<file path="src/rtl/hex_scan_pkg.sv">
// Shared types and constants for the hex scan display controller.
package hex_scan_pkg;

    // Controller FSM: wait for a value, scan digits MSD->LSD, one-cycle done.
    typedef enum logic [1:0] {
        IDLE = 2'd0,
        SCAN = 2'd1,
        DONE = 2'd2
    } scan_state_e;

    // Active-low pattern with every segment and the DP dark.
    localparam logic [7:0] BLANK_PATTERN = 8'hFF;

    // Active-low segments 6..0 all dark (DP handled separately).
    localparam logic [6:0] SEG_BLANK = 7'h7F;

endpackage

</file>
<file path="src/rtl/SevenSegment_decoder.sv">
// Hex nibble to active-low seven-segment pattern, with decimal point and blanking.
module SevenSegment_decoder
    import hex_scan_pkg::*;
(
    input  logic [3:0] nibble,
    input  logic       dp,
    input  logic       blank,
    output logic [7:0] seg
);

    logic [6:0] segs;

    // Segment lookup; a blanked digit goes dark but still honours its DP.
    always_comb begin
        segs = SEG_BLANK;
        if (!blank) begin
            case (nibble)
                4'h0: segs = 7'h40;
                4'h1: segs = 7'h79;
                4'h2: segs = 7'h24;
                4'h3: segs = 7'h30;
                4'h4: segs = 7'h19;
                4'h5: segs = 7'h12;
                4'h6: segs = 7'h02;
                4'h7: segs = 7'h78;
                4'h8: segs = 7'h00;
                4'h9: segs = 7'h10;
                4'hA: segs = 7'h08;
                4'hB: segs = 7'h03;
                4'hC: segs = 7'h46;
                4'hD: segs = 7'h21;
                4'hE: segs = 7'h06;
                default: segs = 7'h0E;
            endcase
        end
        seg = {~dp, segs};
    end

endmodule

</file>
<file path="src/rtl/hex_scan_ctrl.sv">
// Multi-digit hex display controller: accepts a value, decodes it one digit
// per cycle through a single shared decoder, and blinks the whole display.
//
// Load handshake: a transfer happens on a rising edge where load_valid and
// load_ready are both 1. load_ready is high only while idle; the source must
// hold value/dp_mask/lz_blank stable with load_valid high until that edge,
// and any load_valid seen while busy is simply ignored.
module hex_scan_ctrl
    import hex_scan_pkg::*;
#(
    parameter int NUM_DIGITS = 6,
    parameter int BLINK_DIV  = 25_000_000
) (
    input  logic                    clk,
    input  logic                    reset,
    input  logic                    load_valid,
    output logic                    load_ready,
    input  logic [4*NUM_DIGITS-1:0] value,
    input  logic [NUM_DIGITS-1:0]   dp_mask,
    input  logic                    lz_blank,
    input  logic                    blink_en,
    output logic [8*NUM_DIGITS-1:0] hex,
    output logic                    update_done,
    output scan_state_e             dbg_state
);

    localparam int IW = (NUM_DIGITS > 1) ? $clog2(NUM_DIGITS) : 1;
    localparam int CW = (BLINK_DIV > 1) ? $clog2(BLINK_DIV) : 1;
    localparam logic [IW-1:0] IDX_MSD    = IW'(NUM_DIGITS - 1);
    localparam logic [CW-1:0] BLINK_LAST = CW'(BLINK_DIV - 1);

    scan_state_e   state, state_next;
    logic          accept;

    logic [3:0]    shadow_value [NUM_DIGITS];
    logic          shadow_dp    [NUM_DIGITS];
    logic [7:0]    hex_reg      [NUM_DIGITS];
    logic [IW-1:0] idx;
    logic          lz_active;

    logic [3:0]    cur_nibble;
    logic          cur_dp;
    logic          cur_blank;
    logic [7:0]    dec_out;

    logic [CW-1:0] blink_cnt;
    logic          phase_on;

    assign accept    = load_valid & load_ready;
    assign dbg_state = state;

    // State register.
    always_ff @(posedge clk) begin
        if (reset) begin
            state <= IDLE;
        end else begin
            state <= state_next;
        end
    end

    // Next-state and handshake/pulse outputs.
    always_comb begin
        state_next  = state;
        load_ready  = 1'b0;
        update_done = 1'b0;
        case (state)
            IDLE: begin
                load_ready = 1'b1;
                if (load_valid) begin
                    state_next = SCAN;
                end
            end
            SCAN: begin
                if (idx == '0) begin
                    state_next = DONE;
                end
            end
            DONE: begin
                update_done = 1'b1;
                state_next  = IDLE;
            end
            default: begin
                state_next = IDLE;
            end
        endcase
    end

    // Current digit seen by the shared decoder; leading zeros blank except digit 0.
    always_comb begin
        cur_nibble = shadow_value[idx];
        cur_dp     = shadow_dp[idx];
        cur_blank  = lz_active && (cur_nibble == 4'd0) && (idx != '0);
    end

    SevenSegment_decoder u_decoder (
        .nibble (cur_nibble),
        .dp     (cur_dp),
        .blank  (cur_blank),
        .seg    (dec_out)
    );

    // Shadow capture on transfer, then digit index and blanking tracking while scanning.
    always_ff @(posedge clk) begin
        if (reset) begin
            for (int i = 0; i < NUM_DIGITS; i++) begin
                shadow_value[i] <= 4'd0;
                shadow_dp[i]    <= 1'b0;
            end
            idx       <= '0;
            lz_active <= 1'b0;
        end else if (accept) begin
            for (int i = 0; i < NUM_DIGITS; i++) begin
                shadow_value[i] <= value[4*i +: 4];
                shadow_dp[i]    <= dp_mask[i];
            end
            idx       <= IDX_MSD;
            lz_active <= lz_blank;
        end else if (state == SCAN) begin
            if (cur_nibble != 4'd0) begin
                lz_active <= 1'b0;
            end
            if (idx != '0) begin
                idx <= idx - IW'(1);
            end
        end
    end

    // Display registers: one decoded digit written per scan cycle.
    always_ff @(posedge clk) begin
        if (reset) begin
            for (int i = 0; i < NUM_DIGITS; i++) begin
                hex_reg[i] <= BLANK_PATTERN;
            end
        end else if (state == SCAN) begin
            hex_reg[idx] <= dec_out;
        end
    end

    // Blink timebase: phase flips every BLINK_DIV cycles; held on while disabled.
    always_ff @(posedge clk) begin
        if (reset || !blink_en) begin
            blink_cnt <= '0;
            phase_on  <= 1'b1;
        end else if (blink_cnt == BLINK_LAST) begin
            blink_cnt <= '0;
            phase_on  <= ~phase_on;
        end else begin
            blink_cnt <= blink_cnt + CW'(1);
        end
    end

    // Output: registered digits, forced dark during the off phase.
    for (genvar g = 0; g < NUM_DIGITS; g++) begin : g_hex_out
        assign hex[8*g +: 8] = hex_reg[g] | {8{~phase_on}};
    end

endmodule

</file>
<file path="config.mk">
export PLATFORM = sky130hd
export DESIGN_NAME = hex_scan_ctrl
export DESIGN_NICKNAME = d
export VERILOG_FILES = /design/src/rtl/hex_scan_pkg.sv /design/src/rtl/SevenSegment_decoder.sv /design/src/rtl/hex_scan_ctrl.sv
export SDC_FILE = /design/constraint.sdc
export NUM_CORES = 1
export LEC_CHECK = 0
export ABC_AREA = 1
export CORE_MARGIN = 5
export CORE_UTILIZATION = 40
export CTS_BUF_LIST = sky130_fd_sc_hd__clkbuf_2 sky130_fd_sc_hd__clkbuf_4 sky130_fd_sc_hd__clkbuf_8
export CTS_CLUSTER_DIAMETER = 30
export DETAILED_ROUTE_END_ITERATION = 7
export GPL_TIMING_DRIVEN = 1
export SLEW_MARGIN = 10
export SYNTH_ARGS = -nofsm -noshare
export SYNTH_HDL_FRONTEND = slang
export SYNTH_SLANG_ARGS = --single-unit
</file>
<file path="constraint.sdc">
create_clock -name clk -period 1.9 [get_ports clk]
set_input_delay 0.38 -clock clk [delete_from_list [all_inputs] [get_ports clk]]
set_output_delay 0.38 -clock clk [all_outputs]
set_load 0.1 [all_outputs]
</file>
Word level (Yosys, flattened, before mapping). Memory sizes are Yosys's and may differ from the RTL's. Index checks and enable logic that the tools add are counted.

$lt $le $gt $ge: 0. Multiplexer cells: 35. Eq/ne operators: 5. $add $sub $neg: 2. $mul: 0. Shift-type cells: 0. Div/mod/pow operators: 0. Reductions and logical operators: 19. Bitwise gates (word level): 21.

Operators with widths (number): $or A8 B8 Y8 (6); $add A25 B1 Y25 const B (1); $eq A25 B25 Y1 const B (1); $mux W4 (6); $mux W1 (20); $mux W3 (4); $or A1 B1 Y1 (12); $mux W8 (1); $reduce_and A2 Y1 (4); $reduce_or A8 Y1 (1); $mux W7 (1); $reduce_bool A2 Y1 (3); $logic_not A4 Y1 (1); $mux W2 (2); $ne A2 B2 Y1 const B (2); $pmux W2 S2 (1); $reduce_bool A4 Y1 (1); $reduce_or A2 Y1 (2); $logic_not A3 Y1 (1); $reduce_bool A3 Y1 (1); $sub A3 B1 Y3 const B (1); $eq A2 B1 Y1 const B (1); $eq A2 B2 Y1 const B (1); $logic_and A1 B1 Y1 (2); other kinds (5) (6).

Logic and storage cells: 92. Output and inout bits: 52. Memories: 4. Latch bits: 0. Register bits: 32. Memory bits (read-only): 112. RAM bits: 78.

Memories: (name not given) (words 16, width 7, read ports 1, clocked after memory_dff 0, wr ports 0, RTL line SevenSegment_decoder.sv:17) `case (nibble)`; hex_reg (words 6, width 8, read ports 6, clocked after memory_dff 0, wr ports 6, RTL line hex_scan_ctrl.sv:37) `logic [7:0] hex_reg [NUM_DIGITS];`; shadow_value (words 6, width 4, read ports 1, clocked after memory_dff 0, wr ports 6, RTL line hex_scan_ctrl.sv:35) `logic [3:0] shadow_value [NUM_DIGITS];`; shadow_dp (words 6, width 1, read ports 1, clocked after memory_dff 0, wr ports 6, RTL line hex_scan_ctrl.sv:36) `logic shadow_dp [NUM_DIGITS];`.

Logic depth before layout (Yosys ltp).
Depth after elaboration: 7. Depth in mapped cells: 16. Depth with buffers taken out: 14.

Cells and area by module. A second synthesis with hierarchy kept.

Cells, all modules: 639. Area total of the unflattened synthesis: 5470.2 um^2.

By module, submodules not included: hex_scan_ctrl (seq. area each 2982.9 um^2, area an instance 5173.7 um^2, instances 1, cells each 587); SevenSegment_decoder (seq. area each 0.0 um^2, area an instance 296.5 um^2, instances 1, cells each 52).

Worst setup path after synthesis. No wires, ideal clock.

Path kind: reg-to-reg. Start: reg state[0] (netlist: dbg_state[0]). End: mem shadow_dp[0], enable pin. Data required time: 1.515 ns. Stages on the path, launching flop included: 6. Arrival time: 3.107 ns. Period minus slack after synthesis: 3.492 ns. Buffers on the path: 0. Setup slack: -1.592 ns. Path through: dfxtp_1 nor2_1 nand2_1 inv_1 nor2_1 inv_1.

RTL lines: start, declared (RTL line hex_scan_ctrl.sv:32) `scan_state_e state, state_next;`; start signal, assigned (RTL line hex_scan_ctrl.sv:57) `state <= state_next;`; end, declared (RTL line hex_scan_ctrl.sv:36).

==> summary by stage <==
Status
The run finished, with violations left. The checks that failed: negative setup slack.

Cells and area
The fraction of final layout cells with drive strength greater than 1 is 28.09%. The register with the most flip-flops in the layout has 48 of them. The final net count is 840. The synthesis-to-layout area growth is 43.49%. The number of antenna diodes in the final layout is 0. In the layout the commonest cells are sky130_fd_sc_hd__nand2_1 (138), sky130_fd_sc_hd__inv_1 (113), sky130_fd_sc_hd__edfxtp_1 (78).

The most frequent standard cell in the layout excluding fill and tap cells is sky130_fd_sc_hd__nand2_1.

Drt
In the routed design, unresolved DRC markers number 0. Wires add up to 12,930 um. The routed wire length per instance is 13.18 um. The first detailed-routing pass ran for 5 iterations. The detail route stage leaves a number of antenna-violating nets equal to 0. Summing over every cut layer, the via total after detailed routing is 4,619.

The detailed router finished its first iteration with 282 violations. After detailed routing, the number of vias per cell comes to 4.708.

STA
Setup repair after global routing could not meet its margin everywhere. After layout, the worst path uses 104.3% of the clock period. The routed design could run at a clock period as short as 1982 ps. The setup TNS is -1105 ps. The number of pins with negative max-slew slack in the final report is 0.

The worst max-slew margin expressed relative to the limit is 73.62%. Clock skew on the completed layout was measured at 10.82 ps. At the pin with the least slew margin, the transition time is 394.0 ps. The highest clock rate is 504.5 MHz. The final setup slack of the worst path is -82.34 ps. The final hold violation count is 0. Setup violations remaining at the end of the flow were counted as 34.

CTS
The tree is rooted in a sky130_fd_sc_hd__clkbuf_8. After clock tree synthesis, the clock-pin slew on the worst setup and hold paths is 100 ps. The longest clock path from root to sink contains 2 buffers. The worst-skew pair later-pin latency is 370 ps. The H-tree depth reported by CTS is 3. TritonCTS created 9 clock buffers. The clock drives 110 sinks. TritonCTS built the clock tree.

Pwr
In this run the power density over the cells is 731.9 nW/um^2. The leakage power total is 3.445 nW. The power after layout is 5.949 mW. VDD sags by at most 0.4553 mV.

Logic synthesis
The combinational family with the most area after synthesis is simple AND/OR/NAND/NOR gates. The number of different library cells used by synthesis comes to 39. The post-synthesis net count is 710.

The synthesized netlist devotes 1.988% of its cell area to adder and majority cells. Summing the areas of all and, or, nand and nor instances in the mapped netlist gives 29.44% of the synthesized area. Of the total synthesized cell area, the portion taken by XOR and XNOR cells is 1.082%. The mean instance size in the synthesized netlist is 8.507 sq um. Of all flip-flops after synthesis, the portion carrying an async set or reset was 0%. Among all flip-flop cells after synthesis, the most frequent one is sky130_fd_sc_hd__edfxtp_1. The number of flops mapped to enable cells by yosys is 78. The post-synthesis compound-gate area fraction is 4.351%. The total of warnings raised by yosys is 0.

The share of the Yosys chip area taken by registers is 52.65%. The number of register bits inferred by synthesis is 110. The cell area that synthesis handed to floorplanning was 5665 sq um.

The multiplexer area fraction after synthesis is 0%. The synthesized netlist cell count is 666.

Critical path
The critical path startpoint category is a register. The critical path is of the reg2reg type. The data arrival time of the critical path is 2070 ps. For the worst setup path, the data required time is 1990 ps. The maximum net fanout on the critical path is 9. The nature of the critical path endpoint is a register.

Placement
Summed over all nets, the half-perimeter wirelength after detailed placement is 9829 um. Port buffering added 86 buffers. The final weighted congestion in routability-driven placement is 0.8514.

Global route
The number of global-route vias before repair is 4,576. The total routing resource utilization after global routing is 15.84%. The number of antenna violations at the first check in global routing is 0. Global routing finished with a remaining overflow of 0. The pin count of the biggest net entering global routing is 49. The wire length of the first global-routing pass is 21,440 um.

Min path
The class of the tightest hold or removal check is reg2reg.

Flow run
The max capacitance violation total is 0.

Die
In this run the core area contains 43 standard-cell rows. The core area is 13,880 sq um. The total die area is 16,640 sq um.

The starting density of the core is 40.81%. In this run the vertical extent of the chip is 129.0 um. The count of boundary I/O pins is 87. The overall die width is 129.0 um.
## final timing paths
path	end	depth (start not counted)	from	slack (ps)
setup / recovery	hex_reg[3][4]$_SDFFCE_PN1P_	11	idx[0]$_SDFFE_PP0P_	-80
hold / removal	blink_cnt[0]$_SDFF_PP0_	1	blink_cnt[0]$_SDFF_PP0_	450
setup reg to reg	hex_reg[3][4]$_SDFFCE_PN1P_	11	idx[0]$_SDFFE_PP0P_	-80
hold reg to reg	blink_cnt[0]$_SDFF_PP0_	1	blink_cnt[0]$_SDFF_PP0_	450
## kinds of logic after synthesis
kind of cell / after synthesis
AO/OA/AOI/OAI: 40
XOR/XNOR: 7
adder cells (fa/ha/maj): 9
buffers and inverters: 143
flip-flops: 110
AND/OR/NAND/NOR: 357
## metrics by stage
stage                     worst slack, ps  hold slack, ps  util (%)  std cells  area (sq um)
final                              -82.34           448.7     58.56        981          8129
after global routing               -189.2           478.4     58.56        981          8129
after CTS                          -19.47           476.9     57.63        981          7999
after detailed placement           -147.6           462.8     54.86        959          7615
after global placement             -63.72           441.1     54.86        959          7615
after floorplan                    -142.6           429.4         -        666          5734
## synth_stat cells (2+ instances only)
| master | count | share of area (%) |
|---|---|---|
| sky130_fd_sc_hd__a21oi_1 | 12 | 1.1 |
| sky130_fd_sc_hd__a21oi_2 | 2 | 0.31 |
| sky130_fd_sc_hd__a21oi_4 | 2 | 0.57 |
| sky130_fd_sc_hd__buf_4 | 3 | 0.40 |
| sky130_fd_sc_hd__buf_6 | 5 | 0.99 |
| sky130_fd_sc_hd__clkbuf_1 | 10 | 0.66 |
| sky130_fd_sc_hd__dfxtp_1 | 32 | 11 |
| sky130_fd_sc_hd__edfxtp_1 | 78 | 41 |
| sky130_fd_sc_hd__ha_1 | 9 | 2.0 |
| sky130_fd_sc_hd__inv_1 | 117 | 7.8 |
| sky130_fd_sc_hd__inv_2 | 4 | 0.26 |
| sky130_fd_sc_hd__inv_4 | 3 | 0.33 |
| sky130_fd_sc_hd__nand2_1 | 159 | 11 |
| sky130_fd_sc_hd__nand2_2 | 5 | 0.55 |
| sky130_fd_sc_hd__nand2_4 | 3 | 0.60 |
| sky130_fd_sc_hd__nand3_1 | 51 | 4.5 |
| sky130_fd_sc_hd__nand3_2 | 3 | 0.53 |
| sky130_fd_sc_hd__nand3_4 | 3 | 0.93 |
| sky130_fd_sc_hd__nand4_1 | 17 | 1.9 |
| sky130_fd_sc_hd__nor2_1 | 75 | 5.0 |
| sky130_fd_sc_hd__nor2_2 | 12 | 1.3 |
| sky130_fd_sc_hd__nor2_4 | 3 | 0.60 |
| sky130_fd_sc_hd__nor3_1 | 11 | 0.97 |
| sky130_fd_sc_hd__nor3b_1 | 6 | 0.79 |
| sky130_fd_sc_hd__nor4_1 | 2 | 0.22 |
| sky130_fd_sc_hd__o211ai_1 | 2 | 0.26 |
| sky130_fd_sc_hd__o21ai_0 | 14 | 1.2 |
| sky130_fd_sc_hd__o21ai_1 | 3 | 0.26 |
| sky130_fd_sc_hd__or2_0 | 3 | 0.33 |
| sky130_fd_sc_hd__or2_2 | 2 | 0.22 |
| sky130_fd_sc_hd__xor2_1 | 7 | 1.1 |
## power breakdown
group / switching (mW) / internal (mW)
clock network: 0.750 / 0.559
registers: 0.0567 / 2.69
logic: 1.16 / 0.731
total: 1.97 / 3.98
## worst max-delay path, cell delays in order, from the launching register on
cell	delay, ps
sky130_fd_sc_hd__dfxtp_4	390
sky130_fd_sc_hd__buf_6	120
sky130_fd_sc_hd__inv_8	50
sky130_fd_sc_hd__buf_4	130
sky130_fd_sc_hd__nand2_1	50
sky130_fd_sc_hd__nand3_1	130
sky130_fd_sc_hd__nand3_4	140
sky130_fd_sc_hd__nand2_4	90
sky130_fd_sc_hd__inv_4	120
sky130_fd_sc_hd__nor2_1	80
sky130_fd_sc_hd__a21oi_4	260
sky130_fd_sc_hd__nand4_1	150
## repair_timing
action / CTS / global route
gates cloned: 1 / 0
gates resized for setup: 40 / 33
pin swaps: 18 / 21
setup buffers: 5 / 0
endpoints found under the setup margin: 42 / 58
hold buffers: 0 / 0
## routing by layer
| layer | GRT usage, % | share of wire (%) | up-vias |
|---|---|---|---|
| met5 | 0 | 0 | - |
| met4 | 6.671 | 3.2 | 0 |
| met3 | 2.391 | 4.1 | 30 |
| met2 | 26.71 | 47 | 119 |
| met1 | 20.39 | 45 | 2095 |
| li1 | - | - | 2375 |
## cell type report
class / instances / area [sq um]
clock buffers: 12 / 158.9
clock inverters: 4 / 21.27
fillers: 1227 / 5752
inverters: 124 / 486.7
multi-input cells: 413 / 2387
flip-flops and latches: 110 / 2998
well taps: 180 / 225.2
repair buffers: 138 / 1852
Note: power is estimated with default switching activity, not from simulation.
